## src/rtl/sync_type1_rx_if.sv

```systemverilog
`default_nettype none
// ============================================================================
//  Module      : sync_type1_rx_if
//  Description : Downstream valid/ready word stream leaving sync_type1_rx.
//                The producer (the receiver block) uses the master modport;
//                the consumer uses the slave modport.
//  Signals     : out_data  - head-of-FIFO word (W bits)
//                out_valid - a word is available
//                out_ready - consumer accepts out_data this cycle
//  Revision    : 1.0 - initial release
// ============================================================================
interface sync_type1_rx_if #(
    parameter int W = 32
) ();
    logic [W-1:0] out_data;
    logic         out_valid;
    logic         out_ready;

    modport master (
        output out_data,
        output out_valid,
        input  out_ready
    );

    modport slave (
        input  out_data,
        input  out_valid,
        output out_ready
    );
endinterface
`default_nettype wire

```

## src/rtl/sync_type1_rx.sv

```systemverilog
`default_nettype none
// ============================================================================
//  Module      : sync_type1_rx
//  Description : Receive end of a toggle-request / toggle-acknowledge bus
//                crossing. The remote sender places a word on cross_in and
//                flips req_tgl_in. The request toggle is synchronised into the
//                clk_out domain, the (protocol-stable) word is captured into a
//                small first-word-fall-through FIFO and ack_tgl_out is flipped
//                back to the sender. When the FIFO is full the ack is simply
//                withheld, so no word can ever be dropped.
//  Ports       : clk_out      - sole clock
//                rst_out      - synchronous, active-high reset
//                req_tgl_in   - asynchronous request toggle from the sender
//                cross_in     - asynchronous data word, stable while pending
//                ack_tgl_out  - registered acknowledge toggle to the sender
//                out_if       - valid/ready output stream (master modport)
//                fifo_level   - current FIFO occupancy, 0..DEPTH
//                stall_cnt    - saturating count of cycles in WAIT_SPACE
//  Revision    : 1.0 - initial release
// ============================================================================
module sync_type1_rx #(
    parameter int W           = 32,
    parameter int SYNC_STAGES = 2,
    parameter int DEPTH       = 4,
    parameter int CNT_W       = 16
) (
    input  wire logic                     clk_out,
    input  wire logic                     rst_out,
    input  wire logic                     req_tgl_in,
    input  wire logic [W-1:0]             cross_in,
    output logic                          ack_tgl_out,
    sync_type1_rx_if.master               out_if,
    output logic [$clog2(DEPTH):0]        fifo_level,
    output logic [CNT_W-1:0]              stall_cnt
);

    localparam int AW = $clog2(DEPTH);   // FIFO address width
    localparam int PW = AW + 1;          // pointer width (extra wrap bit)

    typedef enum logic [1:0] {
        S_IDLE       = 2'd0,
        S_WAIT_SPACE = 2'd1,
        S_GUARD      = 2'd2
    } state_t;

    // ------------------------------------------------------------------------
    // Request synchroniser. Only the single toggle bit is synchronised; the
    // data word is sampled at the write edge, which by construction is at
    // least SYNC_STAGES cycles after the toggle, so it is already stable.
    // ------------------------------------------------------------------------
    logic [SYNC_STAGES-1:0] r_sync;
    logic                   w_req_sync;

    always_ff @(posedge clk_out) begin
        if (rst_out) begin
            r_sync <= '0;
        end else begin
            r_sync <= {r_sync[SYNC_STAGES-2:0], req_tgl_in};
        end
    end

    assign w_req_sync = r_sync[SYNC_STAGES-1];

    // ------------------------------------------------------------------------
    // Handshake and FIFO state
    // ------------------------------------------------------------------------
    state_t         r_state;
    state_t         w_state_nxt;
    logic           r_req_seen;
    logic [PW-1:0]  r_wr_ptr;
    logic [PW-1:0]  r_rd_ptr;
    logic [W-1:0]   r_mem [DEPTH];

    logic           w_pending;
    logic           w_full;
    logic           w_empty;
    logic           w_pop;
    logic           w_space;
    logic           w_push;
    logic           w_stall_inc;

    // A request is outstanding while the synchronised toggle differs from
    // the last toggle value that was accepted.
    assign w_pending = (w_req_sync != r_req_seen);

    assign w_empty = (r_wr_ptr == r_rd_ptr);
    assign w_full  = (r_wr_ptr[AW] != r_rd_ptr[AW]) &&
                     (r_wr_ptr[AW-1:0] == r_rd_ptr[AW-1:0]);

    // Pops are qualified by valid, so a pop request on an empty FIFO is a
    // no-op. A pop in the same cycle frees a slot for a simultaneous push,
    // which lets a full FIFO keep streaming without stalling the sender.
    assign w_pop   = out_if.out_valid && out_if.out_ready;
    assign w_space = !w_full || w_pop;

    // ------------------------------------------------------------------------
    // FSM: next state and per-cycle actions
    // ------------------------------------------------------------------------
    always_comb begin
        w_state_nxt = r_state;
        w_push      = 1'b0;
        w_stall_inc = 1'b0;
        case (r_state)
            S_IDLE: begin
                if (w_pending) begin
                    if (w_space) begin
                        w_push = 1'b1;
                    end else begin
                        w_state_nxt = S_WAIT_SPACE;
                    end
                end
            end
            S_WAIT_SPACE: begin
                w_stall_inc = 1'b1;
                if (w_pending && w_space) begin
                    w_push      = 1'b1;
                    w_state_nxt = S_GUARD;
                end
            end
            // One dead cycle after a backpressured write keeps the ack rate
            // bounded while the consumer is only trickling words out.
            S_GUARD: begin
                w_state_nxt = S_IDLE;
            end
            default: begin
                w_state_nxt = S_IDLE;
            end
        endcase
    end

    always_ff @(posedge clk_out) begin
        if (rst_out) begin
            r_state <= S_IDLE;
        end else begin
            r_state <= w_state_nxt;
        end
    end

    // ------------------------------------------------------------------------
    // Accept side: each push consumes the pending request and answers it by
    // flipping the ack toggle on the same edge.
    // ------------------------------------------------------------------------
    always_ff @(posedge clk_out) begin
        if (rst_out) begin
            r_req_seen  <= 1'b0;
            ack_tgl_out <= 1'b0;
            r_wr_ptr    <= '0;
            r_rd_ptr    <= '0;
        end else begin
            if (w_push) begin
                r_req_seen  <= w_req_sync;
                ack_tgl_out <= ~ack_tgl_out;
                r_wr_ptr    <= r_wr_ptr + PW'(1);
            end
            if (w_pop) begin
                r_rd_ptr <= r_rd_ptr + PW'(1);
            end
        end
    end

    // Storage needs no reset: nothing is visible until a push has occurred.
    always_ff @(posedge clk_out) begin
        if (w_push) begin
            r_mem[r_wr_ptr[AW-1:0]] <= cross_in;
        end
    end

    // ------------------------------------------------------------------------
    // Stall counter: saturates at all-ones rather than wrapping.
    // ------------------------------------------------------------------------
    always_ff @(posedge clk_out) begin
        if (rst_out) begin
            stall_cnt <= '0;
        end else if (w_stall_inc && (stall_cnt != {CNT_W{1'b1}})) begin
            stall_cnt <= stall_cnt + CNT_W'(1);
        end
    end

    // ------------------------------------------------------------------------
    // Outputs. The head word is forced to zero while empty so that the bus
    // never exposes stale or uninitialised storage.
    // ------------------------------------------------------------------------
    assign out_if.out_valid = !w_empty;
    assign out_if.out_data  = w_empty ? '0 : r_mem[r_rd_ptr[AW-1:0]];
    assign fifo_level       = r_wr_ptr - r_rd_ptr;

endmodule
`default_nettype wire

```

## src/flat_wrapper.sv

```systemverilog
// flat-port wrapper written by rule: the top's interface ports become plain ports
module sync_type1_rx_flat 
#(
    parameter int W           = 32,
    parameter int SYNC_STAGES = 2,
    parameter int DEPTH       = 4,
    parameter int CNT_W       = 16
)
  (clk_out, rst_out, req_tgl_in, cross_in, ack_tgl_out, fifo_level, stall_cnt, out_if_out_data, out_if_out_valid, out_if_out_ready);
  sync_type1_rx_if #(.W(W)) out_if_i ();
  input  wire logic clk_out;
  input  wire logic rst_out;
  input  wire logic req_tgl_in;
  input  wire logic [W-1:0] cross_in;
  output logic ack_tgl_out;
  output logic [$clog2(DEPTH):0] fifo_level;
  output logic [CNT_W-1:0] stall_cnt;
  output wire logic [$bits(out_if_i.out_data)-1:0] out_if_out_data;
  output wire logic [$bits(out_if_i.out_valid)-1:0] out_if_out_valid;
  input wire logic [$bits(out_if_i.out_ready)-1:0] out_if_out_ready;
  assign out_if_out_data = out_if_i.out_data;
  assign out_if_out_valid = out_if_i.out_valid;
  assign out_if_i.out_ready = out_if_out_ready;
  sync_type1_rx #(.W(W), .SYNC_STAGES(SYNC_STAGES), .DEPTH(DEPTH), .CNT_W(CNT_W)) u_core (.clk_out(clk_out), .rst_out(rst_out), .req_tgl_in(req_tgl_in), .cross_in(cross_in), .ack_tgl_out(ack_tgl_out), .out_if(out_if_i), .fifo_level(fifo_level), .stall_cnt(stall_cnt));
endmodule
```

## config.mk

```make
export PLATFORM = sky130hd
export DESIGN_NAME = sync_type1_rx_flat
export DESIGN_NICKNAME = d
export VERILOG_FILES = /design/src/rtl/sync_type1_rx_if.sv /design/src/rtl/sync_type1_rx.sv /design/src/flat_wrapper.sv
export SDC_FILE = /design/constraint.sdc
export NUM_CORES = 1
export LEC_CHECK = 0
export CAP_MARGIN = 20
export CORE_ASPECT_RATIO = 1.25
export CORE_UTILIZATION = 59
export CTS_CLUSTER_DIAMETER = 50
export DETAILED_ROUTE_END_ITERATION = 8
export PLACE_DENSITY = 0.87
export REMOVE_ABC_BUFFERS = 1
export SETUP_SLACK_MARGIN = 0.02
export SYNTH_ARGS = -nofsm -noshare
export SYNTH_HDL_FRONTEND = slang
export SYNTH_SLANG_ARGS = --single-unit
```

## constraint.sdc

```tcl
create_clock -name clk_out -period 3.74 [get_ports clk_out]
set_clock_uncertainty 0.15 [all_clocks]
set_input_delay 0.748 -clock clk_out [delete_from_list [all_inputs] [get_ports clk_out]]
set_output_delay 0.748 -clock clk_out [all_outputs]
set_load 0.05 [all_outputs]
```

==> impl_metrics.json, run 1 <==
{
  "p_per_area_nw_per_um2": 546,
  "syn_area_um2": 6500,
  "run_status": "finished clean",
  "antenna_found_initial": 0,
  "min_path_type": "reg2reg",
  "synth_top_area_share_pct": 59.2,
  "rsz0062_at_grt": "no",
  "startpoint": "u_core.r_wr_ptr[0]",
  "post_route_cells_drive_above_1_share_pct": 18.8,
  "drt_iter0_drc": 213,
  "critPathBufInv": 2,
  "power_switching_mw": 1.06,
  "die_w_um": 95.9,
  "whs_ps": 308,
  "yosysMostFrequentCell": "edfxtp_1",
  "slowest_stage": "clkdlybuf4s50_1",
  "cts.sinks": 158,
  "place_congestion": 0.841,
  "max_freq_ghz": 0.288,
  "ir_drop_mv": 0.407,
  "root_buffer": "clkbuf_16",
  "maxCapViolCount": 0,
  "slew_viol_final": 0,
  "grt_max_degree": 33,
  "clockPowerShare_pct": 42.3,
  "setup_violations": 0,
  "min_from": "u_core.r_sync[0]",
  "finalSetupTns_ps": 0,
  "fin_crit_sh_pct": 92.7,
  "synth_edf_count": 128,
  "ys_warn_count": 0,
  "power.internal_mw": 3.41,
  "fp.dieH_um": 119,
  "clk_pin_slew_ps": 60,
  "core_um2": 10700,
  "combPwrFrac_pct": 14.3,
  "clock_latency_ps": 420,
  "final_util_pct": 76.8,
  "synth_top_area_cell": "edfxtp_1",
  "worst_path_largest_cell_delay_ps": 840,
  "route.detailed.drc": 0,
  "fin_crit_ps": 3470,
  "h-tree-depth": 4,
  "dieArea_um2": 11400,
  "r2r_cells": 6,
  "syn_inst": 382,
  "p_seq_share_pct": 43.4,
  "worstPathMaxFanout": 4,
  "syn_avg_cell_area_um2": 17.0,
  "cp_cell_sequence": "inv_1 > ha_1 > fa_1 > xnor2_1 > clkdlybuf4s50_1",
  "vias": 3765,
  "end_kind": "output port",
  "avgViaCountPerCell": 6.00,
  "cts_setup_buffers": 0,
  "n_antenna_cell": 0,
  "switching_share_pct": 23.7,
  "grtUsageTotal_pct": 25.6,
  "clock_path_buffers": 2,
  "startpoint_type": "flop",
  "cts_tree": "built",
  "required_ps": 2840,
  "ant_nets": 0,
  "critical_path_class": "reg2out",
  "postCtsHoldBufs": 0,
  "seq_area_frac_synth_pct": 68.4,
  "ys_ff_latch": 158,
  "first_global_vias": 3807,
  "gr-total-overflow": 0,
  "p_leak_nw": 2.96,
  "drt_wl_total_um": 13600,
  "arrival_ps": 2570,
  "synth_cell_types": 54,
  "ioPinCount": 89,
  "hold_depth": 1,
  "cp_top_family": "buffers and inverters",
  "drtPass1Iterations": 4,
  "netlist_top_cells_count": "edfxtp_1 (128), nor2b_1 (39), mux4_2 (32)",
  "final_hold_viol_count": 0,
  "ys.flop_type": "edfxtp_1",
  "post_drt_wl_per_cell_um": 21.7,
  "port_buffers": 88,
  "worstMarginPinSlew_ps": 549,
  "grt_pass1_wl_um": 20700,
  "max_slew_margin_pct": 63.3,
  "area_growth_pct": 26.2,
  "nets": 528,
  "numCtsBuffers": 17,
  "start_util_pct": 60.9,
  "path_depth": 5,
  "async_flop_share_pct": 0,
  "r2r_start": "u_core.r_rd_ptr[1]",
  "dpl.hpwl_um": 8330,
  "rows": 42,
  "synthTopCellsByArea": "edfxtp_1 (59%), mux4_2 (11%), dfxtp_1 (9.2%)"
}
-- flip-flops by register name, summed over array words and instances, names as in the netlist, named ones only --
| register | cells |
|---|---|
| u_core.ack_tgl_out | 1 |
| u_core.r_mem | 128 |
| u_core.r_rd_ptr | 3 |
| u_core.r_req_seen | 1 |
| u_core.r_state | 2 |
| u_core.r_sync | 2 |
| u_core.r_wr_ptr | 3 |
| u_core.stall_cnt | 16 |
-- metrics by stage --
step	total power [mW]	instances	instance area [µm²]	setup slack [ps]
after floorplan	2.39	365	6380	241
after global placement	2.62	596	7540	588
after detailed placement	2.63	596	7540	517
after CTS	4.51	628	8170	20.5
after global routing	4.60	628	8200	151
final	4.47	628	8200	274
-- kinds of logic after synthesis --
group | Yosys count | share of synthesized area, %
muxes | 41 | 12.6
xor gates and xnor gates | 9 | 1.21
adders and majority gates | 9 | 1.85
and+or+nand+nor | 106 | 10.2
AOI/OAI and AO/OA | 30 | 3.33
DFF | 158 | 68.4
buffers and inverters | 29 | 2.45
-- layout make-up --
type                       count  area (µm²)
fill                         618        2470
tap                          132         165
multi-input combinational    195        1910
sequential                   158        4450
inverter                      12        45.0
timing repair buffer          99         983
clock inverter                13         219
clock buffer                  19         433
-- per-layer routing --
metal	global-route usage (%)	wire length, µm	vias to the layer above
met3	6.83	805	12
met2	45.5	7550	162
met1	29.5	5080	1902
met4	8.58	168	0
li1	-	-	1689
met5	0	0	-
-- power groups by stage --
| stage | Sequential, mW | Combinational (mW) | Clock [mW] |
|---|---|---|---|
| floorplan | 2.00 | 0.393 | 0 |
| global placement | 1.97 | 0.645 | 0 |
| detailed placement | 1.98 | 0.656 | 0 |
| CTS | 1.94 | 0.650 | 1.92 |
| global route | 1.94 | 0.677 | 1.98 |
| finish | 1.94 | 0.641 | 1.89 |
-- what timing repair did --
item                       CTS  global route
setup endpoints to repair   14            10
gates resized for setup     14            10
hold endpoints to repair     0             0
-- cell usage in the layout, fill, tap and decap left out, types with 3 or more instances in the layout --
cell / count
edfxtp_1: 128
clkdlybuf4s50_1: 64
nor2b_1: 39
mux4_2: 32
dfxtp_1: 28
nor2_1: 18
clkbuf_16: 17
dlygate4sd2_1: 14
inv_1: 12
dlymetal6s2s_1: 10
buf_4: 10
nand2_1: 9
ha_1: 8
a21oi_1: 6
a211oi_1: 6
bufinv_16: 6
clkinv_2: 6
xor2_1: 5
xnor2_1: 4
nand3_1: 4
nor4_1: 4
or4_1: 4
and2_2: 3
and3_1: 3
nor3_1: 3
mux2_2: 3
o31ai_1: 3
mux2_1: 3
mux2i_1: 3
-- worst register-to-register path, stage by stage (launching register included) --
cell and delay, ps:
dfxtp_1 440, inv_1 80, ha_1 330, nand3b_1 150, o211a_1 340, and2_2 510, buf_4 290
-- final timing paths --
kind	end	slack [ps]
max	fifo_level[2]	270
min	u_core.r_sync[1]	310
max reg2reg	u_core.r_mem[2][0]	1150
min reg2reg	u_core.r_sync[1]	310
Power figures use the tool's default switching activity.
==> run 2, diff against run 1 <==
--- a/config.mk
+++ b/config.mk
@@ -10,6 +10,7 @@
 export CORE_UTILIZATION = 59
 export CTS_CLUSTER_DIAMETER = 50
 export DETAILED_ROUTE_END_ITERATION = 8
+export MAX_ROUTING_LAYER = met4
 export PLACE_DENSITY = 0.87
 export REMOVE_ABC_BUFFERS = 1
 export SETUP_SLACK_MARGIN = 0.02
==> run 2 against run 1 <==
  * Hold slack about the same
  * Fmax about the same
  * Via count up 1.0%
  * Largest cell class unchanged
==> impl_metrics.json, run 2 (same netlist as run 1, synthesis figures left out) <==
{
  "post_route_cells_drive_above_1_share_pct": 18.8,
  "final_common_cell": "edfxtp_1",
  "drt_wl_total_um": 13600,
  "met1_usage_pct": 30.1,
  "end_kind": "output port",
  "hold_depth": 1,
  "r2r-end": "u_core.r_mem[2][14]",
  "top_usage_layer": "met2",
  "drt_iter0_drc": 231,
  "p_leak_nw": 2.96,
  "arrival_ps": 2570,
  "finalSetupTns_ps": 0,
  "p_total_mw": 4.48,
  "required_ps": 2840,
  "max_slew_margin_pct": 61.9,
  "r2r_start": "u_core.r_wr_ptr[0]",
  "min_path_type": "reg2reg",
  "largest_reg_flops": 128,
  "clock_latency_ps": 420,
  "port_buffers": 88,
  "dieArea_um2": 11400,
  "drtPass1Iterations": 5,
  "maxCapViolCount": 0,
  "first_global_vias": 3803,
  "p_per_area_nw_per_um2": 546,
  "h-tree-depth": 4,
  "final_util_pct": 76.8,
  "nets": 528,
  "final_hold_viol_count": 0,
  "route.detailed.drc": 0,
  "area_growth_pct": 26.2,
  "clock_path_buffers": 2,
  "ir_drop_mv": 0.414,
  "min_from": "u_core.r_sync[0]",
  "root_buffer": "clkbuf_16",
  "rows": 42,
  "run_status": "finished clean",
  "antenna_found_initial": 0,
  "min_to": "u_core.r_sync[1]",
  "cts_tree": "built",
  "n_antenna_cell": 0,
  "numCtsBuffers": 17,
  "cts.sinks": 158,
  "fp.dieH_um": 119,
  "r2r_cells": 6,
  "r2r_slack_ps": 1160,
  "postCtsHoldBufs": 0,
  "pre_cts_ws_ps": 517,
  "final_cell_mix": "edfxtp_1 (128), clkdlybuf4s50_1 (64), nor2b_1 (39)",
  "startpoint_type": "flop",
  "max_freq_ghz": 0.289,
  "clk_pin_slew_ps": 60,
  "fin_crit_sh_pct": 92.6,
  "core_um2": 10700,
  "ioPinCount": 89,
  "whs_ps": 308,
  "timing.final.ws_setup_ps": 275,
  "gr-total-overflow": 0,
  "worstPathMaxFanout": 4,
  "grt_pass1_wl_um": 20700,
  "vias": 3804,
  "worstMarginPinSlew_ps": 570,
  "fin_crit_ps": 3460,
  "grt_util_met2_pct": 45.2,
  "grt_max_degree": 33,
  "critical_path_class": "reg2out",
  "rsz0062_at_grt": "no",
  "die_w_um": 95.9,
  "avgViaCountPerCell": 6.06,
  "slew_viol_final": 0,
  "setup_violations": 0,
  "grtUsageTotal_pct": 26.3,
  "ant_nets": 0,
  "start_util_pct": 60.9,
  "place_congestion": 0.854,
  "dpl.hpwl_um": 8330,
  "grtUsageMet3_pct": 6.32,
  "post_drt_wl_per_cell_um": 21.7
}
## run 2: how the worst max path moves through the flow
| stage | slack (ps) | startpoint | end |
|---|---|---|---|
| floorplan | 240 | flop | out_if_out_data[0] |
| CTS | 20 | u_core.r_wr_ptr[0] | out_if_out_data[8] |
| global placement | 590 | u_core.r_wr_ptr[0] | out_if_out_data[7] |
| detailed placement | 520 | u_core.r_wr_ptr[0] | out_if_out_data[19] |
| finish | 280 | u_core.r_wr_ptr[0] | fifo_level[2] |
| global route | 150 | u_core.r_wr_ptr[0] | out_if_out_data[6] |
## run 2: through the flow
stage	instances	instance area, µm²
after floorplan	365	6380
after global placement	596	7540
after detailed placement	596	7540
after CTS	628	8170
after global routing	628	8200
final	628	8200
## run 2: critical path: stages, from the launching register on
cell             delay [ps]
dfxtp_1                 400
inv_1                   110
ha_1                    210
fa_1                    380
xnor2_1                 210
clkdlybuf4s50_1         840
## run 2: final cells by class
type | instances | area, µm²
clock inverter | 13 | 219
clock buffer | 19 | 433
sequential | 158 | 4450
multi-input combinational | 195 | 1910
fill | 618 | 2470
tap | 132 | 165
inverter | 12 | 45.0
timing repair buffer | 99 | 983
## run 2: what timing repair did
| action | in CTS | in global routing |
|---|---|---|
| setup buffers | 0 | 0 |
| gates resized for setup | 14 | 10 |
| endpoints found under the setup margin | 14 | 10 |
## run 2: metal layers
layer / wire (µm) / vias up
li1: - / 1684
met1: 5180 / 1944
met2: 7420 / 154
met3: 779 / 22
met4: 257 / 0
met5: 0 / -
## run 2: report_power, final
part	internal (mW)	leakage (nW)	switching (mW)	total [mW]
logic	0.239	1.23	0.402	0.641
registers	1.93	1.40	0.0137	1.94
clock network	1.24	0.324	0.653	1.90
total	3.41	2.96	1.07	4.48
